==> config.mk <==
export PLATFORM = sky130hd
export DESIGN_NAME = qenc_mvd_bin_fsm
export DESIGN_NICKNAME = d
export VERILOG_FILES = /design/src/rtl/qenc_mvd_bin_fsm_pkg.sv /design/src/rtl/qenc_mvd_bin_fsm_eg.sv /design/src/rtl/qenc_mvd_bin_fsm.sv
export SDC_FILE = /design/constraint.sdc
export NUM_CORES = 1
export LEC_CHECK = 0
export CAP_MARGIN = 5
export CORE_ASPECT_RATIO = 0.5
export CORE_MARGIN = 3
export CORE_UTILIZATION = 45
export DETAILED_ROUTE_END_ITERATION = 10
export PLACE_DENSITY = 0.64
export SYNTH_ARGS = -nofsm -noshare
export SYNTH_HDL_FRONTEND = slang
export SYNTH_SLANG_ARGS = --single-unit
==> constraint.sdc <==
create_clock -name clk -period 12.9 [get_ports clk]
set_input_delay 1.935 -clock clk [delete_from_list [all_inputs] [get_ports clk]]
set_output_delay 1.935 -clock clk [all_outputs]
set_load 0.05 [all_outputs]
==> src/rtl/qenc_mvd_bin_fsm_pkg.sv <==
// Shared encoder CABAC package: MVD FSM states, EG serializer phases,
// slice-type encodings and the abs_mvd_greater0/1 context tables.
package qenc_mvd_bin_fsm_pkg;

  localparam logic [1:0] SLICE_B = 2'd0;
  localparam logic [1:0] SLICE_P = 2'd1;
  localparam logic [1:0] SLICE_I = 2'd2;

  localparam logic [9:0] CTXIDX_ABS_MVD_GT0_FLAG [3] =
    '{10'd200, 10'd201, 10'd202};
  localparam logic [9:0] CTXIDX_ABS_MVD_GT1_FLAG [3] =
    '{10'd203, 10'd204, 10'd205};

  typedef enum logic [3:0] {
    S_IDLE,
    S_GT0_0,
    S_GT0_1,
    S_GT1_0,
    S_GT1_1,
    S_MINUS2_0,
    S_SIGN_0,
    S_MINUS2_1,
    S_SIGN_1,
    S_DONE
  } t_state_mvd_enc;

  typedef enum logic [1:0] {
    EG_IDLE,
    EG_PFX,
    EG_SFX
  } t_eg_phase;

  function automatic logic [1:0] init_type(
    input logic [1:0] st,
    input logic       ci
  );
    case (st)
      SLICE_P: return ci ? 2'd2 : 2'd1;
      SLICE_B: return ci ? 2'd1 : 2'd2;
      SLICE_I: return 2'd0;
      default: return 2'd0;
    endcase
  endfunction

  function automatic logic [9:0] ctx_gt0(input logic [1:0] t);
    case (t)
      2'd1:    return CTXIDX_ABS_MVD_GT0_FLAG[1];
      2'd2:    return CTXIDX_ABS_MVD_GT0_FLAG[2];
      default: return CTXIDX_ABS_MVD_GT0_FLAG[0];
    endcase
  endfunction

  function automatic logic [9:0] ctx_gt1(input logic [1:0] t);
    case (t)
      2'd1:    return CTXIDX_ABS_MVD_GT1_FLAG[1];
      2'd2:    return CTXIDX_ABS_MVD_GT1_FLAG[2];
      default: return CTXIDX_ABS_MVD_GT1_FLAG[0];
    endcase
  endfunction

endpackage

==> src/rtl/qenc_mvd_bin_fsm_eg.sv <==
// k-th order Exp-Golomb bin serializer (qenc_eg1_bin).
// load/value/k0 start a code; bins leave on bin_vld/bin_rdy; last marks the final bin.
module qenc_eg1_bin
  import qenc_mvd_bin_fsm_pkg::*;
(
  input  logic        clk,
  input  logic        rst_n,
  input  logic        load,
  input  logic [15:0] value,
  input  logic [4:0]  k0,
  output logic        bin_val,
  output logic        bin_vld,
  input  logic        bin_rdy,
  output logic        last
);

  t_eg_phase   r_phase;
  logic [15:0] r_v;
  logic [4:0]  r_k;

  logic [16:0] w_thr;
  logic        w_pfx1;
  logic [3:0]  w_sidx;
  logic        w_acc;

  assign w_thr  = 17'd1 << r_k;
  assign w_pfx1 = {1'b0, r_v} >= w_thr;
  assign w_sidx = 4'(r_k - 5'd1);
  assign w_acc  = bin_vld && bin_rdy;

  always_comb begin
    bin_vld = 1'b0;
    bin_val = 1'b0;
    last    = 1'b0;
    case (r_phase)
      EG_PFX: begin
        bin_vld = 1'b1;
        bin_val = w_pfx1;
        last    = !w_pfx1 && (r_k == 5'd0);
      end
      EG_SFX: begin
        bin_vld = 1'b1;
        bin_val = r_v[w_sidx];
        last    = (r_k == 5'd1);
      end
      default: ;
    endcase
  end

  // r_k doubles as the suffix bit counter once the prefix ends
  always_ff @(posedge clk or negedge rst_n) begin
    if (!rst_n) begin
      r_phase <= EG_IDLE;
      r_v     <= '0;
      r_k     <= '0;
    end else if (load) begin
      r_phase <= EG_PFX;
      r_v     <= value;
      r_k     <= k0;
    end else if (w_acc) begin
      if (r_phase == EG_PFX) begin
        if (w_pfx1) begin
          r_v <= r_v - w_thr[15:0];
          r_k <= r_k + 5'd1;
        end else begin
          r_phase <= (r_k == 5'd0) ? EG_IDLE : EG_SFX;
        end
      end else begin
        r_k <= r_k - 5'd1;
        if (r_k == 5'd1) r_phase <= EG_IDLE;
      end
    end
  end

endmodule

==> src/rtl/qenc_mvd_bin_fsm.sv <==
// MVD binarizer: one signed (x,y) pair -> mvd_coding() bins over valid/ready.
// In: start/mvd/slice info, bin_rdy. Out: bin_val/vld/ctx_addr/ep_mode, busy, done.
module qenc_mvd_bin_fsm
  import qenc_mvd_bin_fsm_pkg::*;
#(
  parameter int MVD_W  = 16,
  parameter int CTX_AW = 10
) (
  input  logic              clk,
  input  logic              rst_n,
  input  logic              mvd_start,
  input  logic [MVD_W-1:0]  mvd_x,
  input  logic [MVD_W-1:0]  mvd_y,
  input  logic [1:0]        slice_type,
  input  logic              cabac_init_flag,
  output logic              bin_val,
  output logic              bin_vld,
  input  logic              bin_rdy,
  output logic [CTX_AW-1:0] bin_ctx_addr,
  output logic              bin_ep_mode,
  output logic              busy,
  output logic              mvd_done_intr
);

  t_state_mvd_enc   r_state;
  t_state_mvd_enc   w_next;
  logic [MVD_W-1:0] r_abs0;
  logic [MVD_W-1:0] r_abs1;
  logic             r_sign0;
  logic             r_sign1;
  logic [1:0]       r_init;

  logic w_nz0, w_nz1, w_big0, w_big1, w_acc;
  logic w_eg_load, w_eg_val, w_eg_vld, w_eg_rdy, w_eg_last;
  logic [15:0] w_eg_value;
  logic [9:0]  w_ctx;
  t_state_mvd_enc w_aft_s0, w_aft_g11, w_aft_g10;

  assign w_nz0  = |r_abs0;
  assign w_nz1  = |r_abs1;
  assign w_big0 = r_abs0 > MVD_W'(1);
  assign w_big1 = r_abs1 > MVD_W'(1);
  assign w_acc  = bin_vld && bin_rdy;

  // successor chains that let skipped states cost no cycle
  assign w_aft_s0  = w_big1 ? S_MINUS2_1 : (w_nz1 ? S_SIGN_1 : S_DONE);
  assign w_aft_g11 = w_big0 ? S_MINUS2_0 : (w_nz0 ? S_SIGN_0 : w_aft_s0);
  assign w_aft_g10 = w_nz1 ? S_GT1_1 : w_aft_g11;

  always_ff @(posedge clk or negedge rst_n) begin
    if (!rst_n) r_state <= S_IDLE;
    else        r_state <= w_next;
  end

  always_ff @(posedge clk or negedge rst_n) begin
    if (!rst_n) begin
      r_abs0  <= '0;
      r_abs1  <= '0;
      r_sign0 <= 1'b0;
      r_sign1 <= 1'b0;
      r_init  <= '0;
    end else if (r_state == S_IDLE && mvd_start) begin
      r_abs0  <= mvd_x[MVD_W-1] ? -mvd_x : mvd_x;
      r_abs1  <= mvd_y[MVD_W-1] ? -mvd_y : mvd_y;
      r_sign0 <= mvd_x[MVD_W-1];
      r_sign1 <= mvd_y[MVD_W-1];
      r_init  <= init_type(slice_type, cabac_init_flag);
    end
  end

  always_comb begin
    w_next        = r_state;
    bin_vld       = 1'b0;
    bin_val       = 1'b0;
    bin_ep_mode   = 1'b0;
    w_ctx         = '0;
    w_eg_rdy      = 1'b0;
    busy          = 1'b1;
    mvd_done_intr = 1'b0;
    case (r_state)
      S_IDLE: begin
        busy = 1'b0;
        if (mvd_start) w_next = S_GT0_0;
      end
      S_GT0_0: begin
        bin_vld = 1'b1;
        bin_val = w_nz0;
        w_ctx   = ctx_gt0(r_init);
        if (w_acc) w_next = S_GT0_1;
      end
      S_GT0_1: begin
        bin_vld = 1'b1;
        bin_val = w_nz1;
        w_ctx   = ctx_gt0(r_init);
        if (w_acc) w_next = w_nz0 ? S_GT1_0 : w_aft_g10;
      end
      S_GT1_0: begin
        bin_vld = 1'b1;
        bin_val = w_big0;
        w_ctx   = ctx_gt1(r_init);
        if (w_acc) w_next = w_aft_g10;
      end
      S_GT1_1: begin
        bin_vld = 1'b1;
        bin_val = w_big1;
        w_ctx   = ctx_gt1(r_init);
        if (w_acc) w_next = w_aft_g11;
      end
      S_MINUS2_0, S_MINUS2_1: begin
        bin_vld     = w_eg_vld;
        bin_val     = w_eg_val;
        bin_ep_mode = 1'b1;
        w_eg_rdy    = bin_rdy;
        if (w_acc && w_eg_last)
          w_next = (r_state == S_MINUS2_0) ? S_SIGN_0 : S_SIGN_1;
      end
      S_SIGN_0: begin
        bin_vld     = 1'b1;
        bin_val     = r_sign0;
        bin_ep_mode = 1'b1;
        if (w_acc) w_next = w_aft_s0;
      end
      S_SIGN_1: begin
        bin_vld     = 1'b1;
        bin_val     = r_sign1;
        bin_ep_mode = 1'b1;
        if (w_acc) w_next = S_DONE;
      end
      S_DONE: begin
        busy          = 1'b0;
        mvd_done_intr = 1'b1;
        w_next        = S_IDLE;
      end
      default: begin
        busy   = 1'b0;
        w_next = S_IDLE;
      end
    endcase
  end

  assign bin_ctx_addr = CTX_AW'(w_ctx);

  // load on the handshake that enters a MINUS2 state so its first bin is ready next cycle
  assign w_eg_load  = w_acc && (w_next != r_state) &&
                      (w_next == S_MINUS2_0 || w_next == S_MINUS2_1);
  assign w_eg_value = (w_next == S_MINUS2_0) ? 16'(r_abs0 - MVD_W'(2))
                                             : 16'(r_abs1 - MVD_W'(2));

  qenc_eg1_bin u_eg1 (
    .clk     (clk),
    .rst_n   (rst_n),
    .load    (w_eg_load),
    .value   (w_eg_value),
    .k0      (5'd1),
    .bin_val (w_eg_val),
    .bin_vld (w_eg_vld),
    .bin_rdy (w_eg_rdy),
    .last    (w_eg_last)
  );

endmodule

==> impl_metrics.py, run 1 <==
metrics = {
    "hold_path": {
        "holdPathEnd": "r_sign1",
        "min_from": "r_sign1",
        "hold_path_class": "reg -> reg",
        "whs_path_depth": 2,
    },
    "critical_path": {
        "criticalPathCategory": "reg -> out",
        "endpoint_kind": "primary output",
        "cp.arrival_ns": 5.07,
        "critPathMaxFanout": 9,
        "r2r-start": "u_eg1.r_k[0]",
        "r2r_slack_ns": 7.04,
        "worstPathRequired_ns": 10.97,
        "r2r_cells": 20,
        "worstReg2RegEnd": "u_eg1.r_v[13]",
        "critPathLaunchType": "register",
    },
    "layout": {
        "layout.cells.non_filler": 893,
        "diodes": 0,
        "final_core_util_pct": 54.3,
        "nets": 794,
        "fin_area_sq_um": 6630,
        "area_growth_pct": 14.5,
        "drive_above_1_share_pct": 7.97,
    },
    "synth": {
        "synth_edf_count": 0,
        "postSynthCellCount": 700,
        "synth_ff_type": "dfrtp_1",
        "async_flop_share_pct": 100,
        "synth_seq_area_share_pct": 27.3,
        "netlist_top_cells_area": "dfrtp_1 27%, ha_1 6.7%, nand2_1 6.0%",
        "synth_commonest_cells": "92 x nand2_1, 63 x dfrtp_1, 61 x o21ai_0",
        "synth.largest_area_cell": "dfrtp_1",
        "synth_most_common_cell": "nand2_1",
        "synth_top_area_share_pct": 27.3,
        "syn_avg_cell_area_sq_um": 8.26,
        "synthesis.area_sq_um": 5780,
        "ys_types": 73,
        "yosys_warnings": 0,
        "ys_seq_elements": 63,
    },
    "clocking": {
        "post_cts_resized": 0,
        "cts_setup_buffers": 0,
        "cts_tree": "built",
        "hold_buffers": 0,
        "cts_buffers": 9,
        "cts_root_buf": "clkbuf_16",
        "clock-sinks": 63,
        "clk-insertion-delay-late_ns": 0.34,
        "clk_path_buf_depth": 2,
        "clkTransAtPathRegs_ns": 0.06,
        "cts_max_level": 3,
    },
    "global_routing": {
        "grt_max_degree": 66,
        "grt_pass1_vias": 4759,
        "grt_overflow": 0,
        "grt_first_pass_wirelength_mm": 24.7,
        "grt_usage_pct": 21.2,
        "antenna_found_initial": 0,
    },
    "timing": {
        "min_period_ns": 7.01,
        "rsz0062_at_grt": "false",
        "max_slew.worst_pin.slew_ns": 0.910,
        "fmax_ghz": 0.143,
        "finalSetupViolCount": 0,
        "setup_slack_ns": 5.89,
        "hold_viol_final": 0,
        "tns_ns": 0,
        "timing.slew.headroom_pct": 39.1,
        "skew_ns": 0.00622,
        "min_period_over_period_pct": 54.3,
        "final_max_slew_viol_count": 0,
    },
    "pwr": {
        "p_leak_nw": 2.80,
        "ir_worst_vdd_uv": 78.1,
        "powerDensity_nw_per_um2": 230,
    },
    "floorplanning": {
        "die_w_um": 166,
        "rows": 28,
        "core_area_sq_um": 12200,
        "start_util_pct": 47.4,
        "ios": 54,
        "dieArea_sq_um": 14300,
        "die_height_um": 86.2,
    },
    "place": {
        "placed_cell_area_sq_um": 6290,
        "place_ws_ns": 6.34,
        "portBuffers": 49,
        "hpwl_mm": 11.2,
        "dp_cells": 877,
        "place_congestion": 0.961,
    },
    "outcome": {
        "status": "finished clean",
    },
    "drt": {
        "drtAntennaViolNets": 0,
        "drt_iter0_drc": 325,
        "vias": 5031,
        "wire_per_inst_um": 16.5,
        "drc": 0,
        "routed_wl_mm": 14.7,
        "first_pass_iters": 5,
        "viasPerCell": 5.63,
    },
    "job": {
        "max_cap_viol_count": 0,
    },
}
logic make-up (layout without fill, tap and decap cells):
| group | count (synthesis) | after routing | share of synthesized area (%) |
|---|---|---|---|
| AOI/OAI and AO/OA | 164 | 164 | 18.9 |
| xor gates and xnor gates | 70 | 70 | 10.6 |
| adders and majority gates | 32 | 32 | 7.05 |
| buffers and inverters | 70 | 95 | 5.52 |
| DFF | 63 | 63 | 27.3 |
| muxes | 39 | 39 | 7.81 |
| other | 1 | 4 | 0.0648 |
| and+or+nand+nor | 261 | 261 | 22.8 |
how the worst max path moves through the flow:
stage / startpoint / endpoint / slack [ns] / cells past startpoint
6_report: u_eg1.r_k[0] / bin_val / 5.89 / 14
5_1_grt: u_eg1.r_k[0] / bin_val / 5.66 / 14
4_1_cts: u_eg1.r_k[0] / bin_val / 5.95 / 14
3_5_place_dp: u_eg1.r_k[0] / bin_val / 6.34 / 14
3_3_place_gp: u_eg1.r_k[0] / bin_val / 6.46 / 14
2_1_floorplan: u_eg1.r_k[2] / bin_val / 7.59 / 14
where the power goes:
part	internal, mW	total [mW]	switching (mW)
registers	0.282	0.422	0.139
logic	0.372	0.829	0.457
clock network	0.175	0.270	0.0949
critical path: stages (launching register included):
cell and delay, ns:
dfrtp_1 0.60, ha_1 0.28, ha_1 0.19, or3b_2 0.45
ha_1 0.36, nand2_1 0.09, o21ai_0 0.31, a21oi_1 0.08
a211oi_1 0.45, nor2_1 0.08, a31oi_1 0.29, nand2_1 0.13
a211oi_1 0.45, a311o_1 0.18, clkdlybuf4s50_1 0.79
registers in the layout, indices dropped and copies added (netlist names):
signal / cells
u_eg1.r_phase: 2
r_sign1: 1
r_abs1: 16
r_sign0: 1
r_state: 4
u_eg1.r_v: 16
r_init: 2
u_eg1.r_k: 5
r_abs0: 16
final cells by class:
type / instances / area [sq um]
Clock buffer: 10 / 239
Clock inverter: 6 / 92.6
Fill cell: 1174 / 5570
Inverter: 28 / 105
Multi-Input combinational cell: 570 / 3910
Sequential cell: 63 / 1580
Tap cell: 165 / 206
Timing Repair Buffer: 51 / 500
metal layers:
layer	track usage, %	vias up	wire length [um]
met4	4.34	0	105
li1	-	2533	-
met3	3.64	10	643
met1	32.0	2365	7900
met5	0	-	0
met2	32.0	123	6050
stage by stage:
stage	hold WS (ns)	total power [mW]
2_1_floorplan	0.442	1.03
6_report	0.487	1.52
5_1_grt	0.542	1.65
3_5_place_dp	0.483	1.24
4_1_cts	0.496	1.52
3_3_place_gp	0.462	1.23
cells in the final DEF, fill, tap and decap left out, types with 5 or more instances in the layout:
cell type | synthesis | final
xor2_1 | 39 | 39
ha_1 | 31 | 31
nand3b_1 | 6 | 6
o21ai_0 | 61 | 61
nand2_1 | 92 | 92
and3_1 | 6 | 6
nand3_1 | 18 | 17
o211ai_1 | 7 | 7
a21oi_1 | 31 | 31
inv_1 | 27 | 27
nor4_1 | 9 | 9
nand2b_1 | 9 | 9
mux2_2 | 9 | 9
dfrtp_1 | 63 | 63
nor2_1 | 53 | 53
or4_1 | 6 | 6
nor2b_1 | 9 | 9
mux2i_1 | 26 | 26
clkbuf_16 | 0 | 9
a31oi_1 | 5 | 5
nor3_1 | 14 | 14
o31ai_1 | 12 | 12
nand4_1 | 8 | 8
xnor2_1 | 31 | 31
or3_1 | 7 | 7
clkdlybuf4s50_1 | 0 | 48
(Power assumes the default switching activity.)
==> run 2, diff against run 1 <==
==> constraint.sdc (replaced) <==
create_clock -name clk -period 7.2 [get_ports clk]
set_input_delay 1.08 -clock clk [delete_from_list [all_inputs] [get_ports clk]]
set_output_delay 1.08 -clock clk [all_outputs]
set_load 0.05 [all_outputs]
==> impl_metrics.py, run 2 (same netlist as run 1, synthesis figures left out) <==
metrics = {
    "clocking": {
        "cts_buffers": 9,
        "hold_buffers": 0,
        "cts_max_level": 3,
        "clock-sinks": 63,
        "clkTransAtPathRegs_ns": 0.06,
        "cts_setup_buffers": 0,
        "clk_path_buf_depth": 2,
        "cts_root_buf": "clkbuf_16",
        "post_cts_resized": 0,
        "cts_tree": "built",
        "clk-insertion-delay-late_ns": 0.33,
    },
    "pwr": {
        "combPwrFrac_pct": 54.0,
        "p_int_mw": 1.51,
        "p_total_mw": 2.74,
        "p_leak_nw": 2.80,
        "powerDensity_nw_per_um2": 413,
        "pwr-share-clk_pct": 18.3,
        "ir_worst_vdd_uv": 149,
        "power_switching_mw": 1.22,
        "seqPwrFrac_pct": 27.7,
        "switching_share_pct": 44.7,
    },
    "critical_path": {
        "worstPathRequired_ns": 6.12,
        "endpoint_kind": "primary output",
        "critPathLaunchType": "register",
        "cp.arrival_ns": 4.98,
        "critPathMaxFanout": 9,
        "criticalPathCategory": "reg -> out",
    },
    "global_routing": {
        "grt_overflow": 0,
        "antenna_found_initial": 0,
        "grt_usage_pct": 20.8,
        "grt_pass1_vias": 4685,
        "grt_first_pass_wirelength_mm": 24.3,
        "grt_max_degree": 66,
    },
    "layout": {
        "nets": 793,
        "layout_commonest_cell": "nand2_1",
        "diodes": 0,
        "drive_above_1_share_pct": 7.57,
        "area_growth_pct": 14.5,
        "nFillCells": 1143,
        "fin_area_sq_um": 6630,
        "top_regs": "r_abs0: 16 flops, r_abs1: 16 flops, u_eg1.r_v: 16 flops",
        "mostFrequentLayoutCells": "92 x nand2_1, 63 x dfrtp_1, 61 x o21ai_0",
    },
    "job": {
        "max_cap_viol_count": 0,
    },
    "timing": {
        "skew_ns": 0.00888,
        "min_period_over_period_pct": 84.2,
        "hold_viol_final": 0,
        "max_slew.worst_pin.slew_ns": 1.02,
        "rsz0062_at_grt": "false",
        "setup_slack_ns": 1.14,
        "finalSetupViolCount": 0,
        "final_max_slew_viol_count": 0,
        "fin_hold_ws_ns": 0.484,
        "fmax_ghz": 0.165,
        "timing.slew.headroom_pct": 31.6,
        "tns_ns": 0,
        "min_period_ns": 6.06,
    },
    "floorplanning": {
        "core_area_sq_um": 12200,
        "dieArea_sq_um": 14300,
        "rows": 28,
        "die_height_um": 86.2,
        "ios": 54,
        "start_util_pct": 47.4,
        "die_w_um": 166,
    },
    "place": {
        "place_congestion": 0.934,
        "hpwl_mm": 11.1,
        "placed_cell_area_sq_um": 6290,
        "portBuffers": 49,
        "place_ws_ns": 1.55,
    },
    "drt": {
        "vias": 5052,
        "drc": 0,
        "drtAntennaViolNets": 0,
        "first_pass_iters": 5,
        "drt_iter0_drc": 340,
        "wire_per_inst_um": 16.4,
        "routed_wl_mm": 14.7,
        "viasPerCell": 5.66,
    },
    "outcome": {
        "status": "finished clean",
    },
    "hold_path": {
        "hold_path_class": "reg -> reg",
    },
}
==> run 2: cell count changes in the layout (fill, tap and decap cells not counted), sizes merged <==
cell	before	now
buf	3	2
bufinv	2	3
clkbuf	10	11
clkinvlp	2	1
inv	28	27
==> run 2: worst paths after layout <==
check / start / endpoint / slack (ns) / cells after the start
setup / recovery: u_eg1.r_k[0] / bin_val / 1.14 / 14
hold / removal: r_sign1 / r_sign1 / 0.48 / 2
setup reg to reg: u_eg1.r_k[0] / u_eg1.r_v[13] / 1.67 / 20
hold reg to reg: r_sign1 / r_sign1 / 0.48 / 2
max in group asynchronous: rst_n / r_abs0[0] / 5.73 / 2
min in group asynchronous: rst_n / u_eg1.r_v[7] / 0.91 / 2
==> run 2: cell type report <==
type,instances,area [sq um],area share (%)
Clock buffer,11,233,3.51
Clock inverter,5,106,1.61
Inverter,28,105,1.59
Multi-Input combinational cell,570,3910,58.9
Sequential cell,63,1580,23.8
Tap cell,165,206,3.12
Timing Repair Buffer,50,493,7.44
==> run 2: metal layers <==
layer / track usage [%] / share of wire [%] / vias to the layer above / wire [um]
li1: - / - / 2535 / -
met1: 31.5 / 54 / 2393 / 7880
met2: 31.4 / 41 / 112 / 6000
met3: 3.23 / 4.4 / 12 / 648
met4: 4.64 / 0.93 / 0 / 137
met5: 0 / 0 / - / 0
==> run 2: power by group through the flow <==
stage	Combinational, mW	Clock (mW)	Sequential [mW]
finish	1.48	0.500	0.757
detailed placement	1.45	0	0.758
global placement	1.44	0	0.754
CTS	1.47	0.510	0.752
floorplan	1.23	0	0.624
global route	1.64	0.527	0.786
==> run 2: metrics by stage <==
step / utilization, % / instances
3_5_place_dp: 51.6 / 876
3_3_place_gp: 51.6 / 876
5_1_grt: 54.3 / 892
6_report: 54.3 / 892
4_1_cts: 54.3 / 892
2_1_floorplan: - / 703
==> run 2: worst max-delay path: stages, from the launching register on <==
cell	delay, ns
dfrtp_1	0.56
ha_1	0.28
ha_1	0.18
or3b_2	0.45
ha_1	0.35
nand2_1	0.10
o21ai_0	0.27
a21oi_1	0.08
a211oi_1	0.44
nor2_1	0.09
a31oi_1	0.28
nand2_1	0.14
a211oi_1	0.45
a311o_1	0.18
clkdlybuf4s50_1	0.80
==> run 3, diff against run 2 <==
--- a/config.mk
+++ b/config.mk
@@ -10,7 +10,7 @@
 export CORE_MARGIN = 3
 export CORE_UTILIZATION = 45
 export DETAILED_ROUTE_END_ITERATION = 10
-export PLACE_DENSITY = 0.64
+export PLACE_DENSITY = 0.67
 export SYNTH_ARGS = -nofsm -noshare
 export SYNTH_HDL_FRONTEND = slang
 export SYNTH_SLANG_ARGS = --single-unit
==> constraint.sdc (replaced) <==
create_clock -name clk -period 5.1 [get_ports clk]
set_input_delay 0.765 -clock clk [delete_from_list [all_inputs] [get_ports clk]]
set_output_delay 0.765 -clock clk [all_outputs]
set_load 0.05 [all_outputs]
==> impl_metrics.py, run 3 (same netlist as run 1, synthesis figures left out) <==
metrics = {
    "layout": {
        "nFillCells": 1140,
        "nets": 809,
        "drive_above_1_share_pct": 11.0,
        "mostFrequentLayoutCells": "91 x nand2_1, 62 x dfrtp_1, 61 x o21ai_0",
        "fin_area_sq_um": 6780,
        "diodes": 0,
        "top_regs": "r_abs0: 16 flops, r_abs1: 16 flops, u_eg1.r_v: 16 flops",
        "multi_input_area_sq_um": 3940,
        "layout.cells.non_filler": 908,
        "seqCellArea_sq_um": 1580,
        "area_growth_pct": 17.2,
        "layout_commonest_cell": "nand2_1",
        "final_core_util_pct": 55.6,
    },
    "outcome": {
        "status": "finished clean",
    },
    "clocking": {
        "cts_buffers": 9,
        "clk-insertion-delay-late_ns": 0.34,
        "cts_max_level": 3,
        "cts_tree": "built",
        "clkTransAtPathRegs_ns": 0.07,
        "cts_root_buf": "clkbuf_16",
        "clock-sinks": 63,
        "clk_path_buf_depth": 2,
    },
    "place": {
        "portBuffers": 49,
        "place_ws_ns": 0.122,
        "hpwl_mm": 11.4,
        "placed_cell_area_sq_um": 6410,
        "dp_cells": 891,
        "place_congestion": 0.935,
    },
    "drt": {
        "routed_wl_mm": 14.8,
        "drc": 0,
        "viasPerCell": 5.62,
        "wire_per_inst_um": 16.3,
        "drt_iter0_drc": 385,
        "first_pass_iters": 5,
        "drtAntennaViolNets": 0,
        "vias": 5104,
    },
    "critical_path": {
        "path_cells": "ha_1 > ha_1 > or3b_2 > ha_1 > nand2_1 > o21ai_0 > a21oi_1 > a211oi_1 > buf_4 > nor2_1 > a31oi_1 > nand2_1 > a211oi_1 > buf_4 > a311o_1 > buf_12",
        "critPathMaxFanout": 6,
        "endpoint_kind": "primary output",
        "critPathLaunchType": "register",
        "cp.arrival_ns": 4.12,
        "cp_common_cell": "ha_1",
        "cp_slowest_cell": "or3b_2",
        "worstPathRequired_ns": 4.34,
        "criticalPathCategory": "reg -> out",
        "critPathBufInv": 3,
        "slowest_delay_ns": 0.47,
        "cp_top_family": "compound AO/OA/AOI/OAI gates",
    },
    "floorplanning": {
        "die_w_um": 166,
        "core_area_sq_um": 12200,
        "rows": 28,
        "dieArea_sq_um": 14300,
        "ios": 54,
        "start_util_pct": 47.4,
        "die_height_um": 86.2,
    },
    "global_routing": {
        "grt_pass1_vias": 4777,
        "grt_usage_pct": 21.1,
        "grt_overflow": 0,
        "antenna_found_initial": 0,
        "grt_first_pass_wirelength_mm": 24.8,
        "grt_max_degree": 66,
    },
    "timing": {
        "min_period_over_period_pct": 95.8,
        "fin_hold_ws_ns": 0.492,
        "max_slew.worst_pin.slew_ns": 0.809,
        "min_period_ns": 4.89,
        "fmax_ghz": 0.205,
        "rsz0062_at_grt": "true",
        "final_max_slew_viol_count": 0,
        "skew_ns": 0.0135,
        "hold_viol_final": 0,
        "timing.slew.headroom_pct": 46.1,
        "tns_ns": 0,
        "setup_slack_ns": 0.215,
        "finalSetupViolCount": 0,
    },
    "hold_path": {
        "hold_path_class": "reg -> reg",
    },
    "job": {
        "max_cap_viol_count": 0,
    },
    "pwr": {
        "p_leak_nw": 2.88,
        "ir_worst_vdd_uv": 223,
        "powerDensity_nw_per_um2": 582,
        "p_total_mw": 3.95,
    },
}
-- run 3: cell types whose count changed in the layout (fill, tap and decap cells not counted), moves of 2 or more --
cell,previous run,this run
nor3_1,14,11
clkbuf_1,2,0
nor3_2,4,7
buf_4,1,17
-- run 3: cell type report --
type / instances / area share, %
timing repair buffer: 66 / 9.19
clock buffer: 10 / 3.52
clock inverter: 6 / 1.37
tap: 165 / 3.04
inverter: 28 / 1.55
sequential: 63 / 23.3
multi-input combinational: 570 / 58.1
-- run 3: path summary, 6_finish.rpt --
path                                    from       endpoint  slack, ns  depth (start not counted)
worst min-delay path                 r_sign1        r_sign1       0.49                          2
worst max register to register  u_eg1.r_k[1]  u_eg1.r_v[15]       0.25                         22
worst min register to register       r_sign1        r_sign1       0.49                          2
min in group asynchronous              rst_n   u_eg1.r_k[4]       0.57                          2
worst max-delay path            u_eg1.r_k[1]        bin_val       0.21                         16
max in group asynchronous              rst_n      r_init[0]       3.96                          2
-- run 3: worst register-to-register path, cell delays in order, from the launching register on --
cell	delay, ns
dfrtp_2	0.41
ha_1	0.21
ha_1	0.17
or3b_2	0.45
ha_1	0.35
o21a_1	0.12
o31a_1	0.13
o31ai_2	0.30
a211oi_1	0.13
buf_4	0.17
o211ai_1	0.32
buf_4	0.19
nand3b_4	0.07
and2_4	0.20
nand2_8	0.12
mux2i_2	0.28
ha_1	0.20
buf_4	0.14
nand2_1	0.12
nor4_1	0.26
xor2_1	0.22
mux2i_1	0.09
o21ai_0	0.13
-- run 3: metal layers --
metal  vias to the layer above  GRT usage (%)  share of wire, %
met1                      2403           32.5                52
met5                         -              0                 0
met2                       134           31.5                41
li1                       2556              -                 -
met3                        11           3.64               5.7
met4                         0           3.67              0.85
-- run 3: where the power goes --
| part | leakage, nW | switching, mW | internal (mW) | total (mW) |
|---|---|---|---|---|
| logic | 1.95 | 1.21 | 1.01 | 2.22 |
| registers | 0.778 | 0.323 | 0.716 | 1.04 |
| clock network | 0.155 | 0.245 | 0.444 | 0.689 |
-- run 3: timing repair --
| item | CTS | global route |
|---|---|---|
| hold buffers | 0 | 0 |
| setup buffers | 0 | 1 |
| setup endpoints to repair | 0 | 7 |
| resized for setup | 0 | 8 |
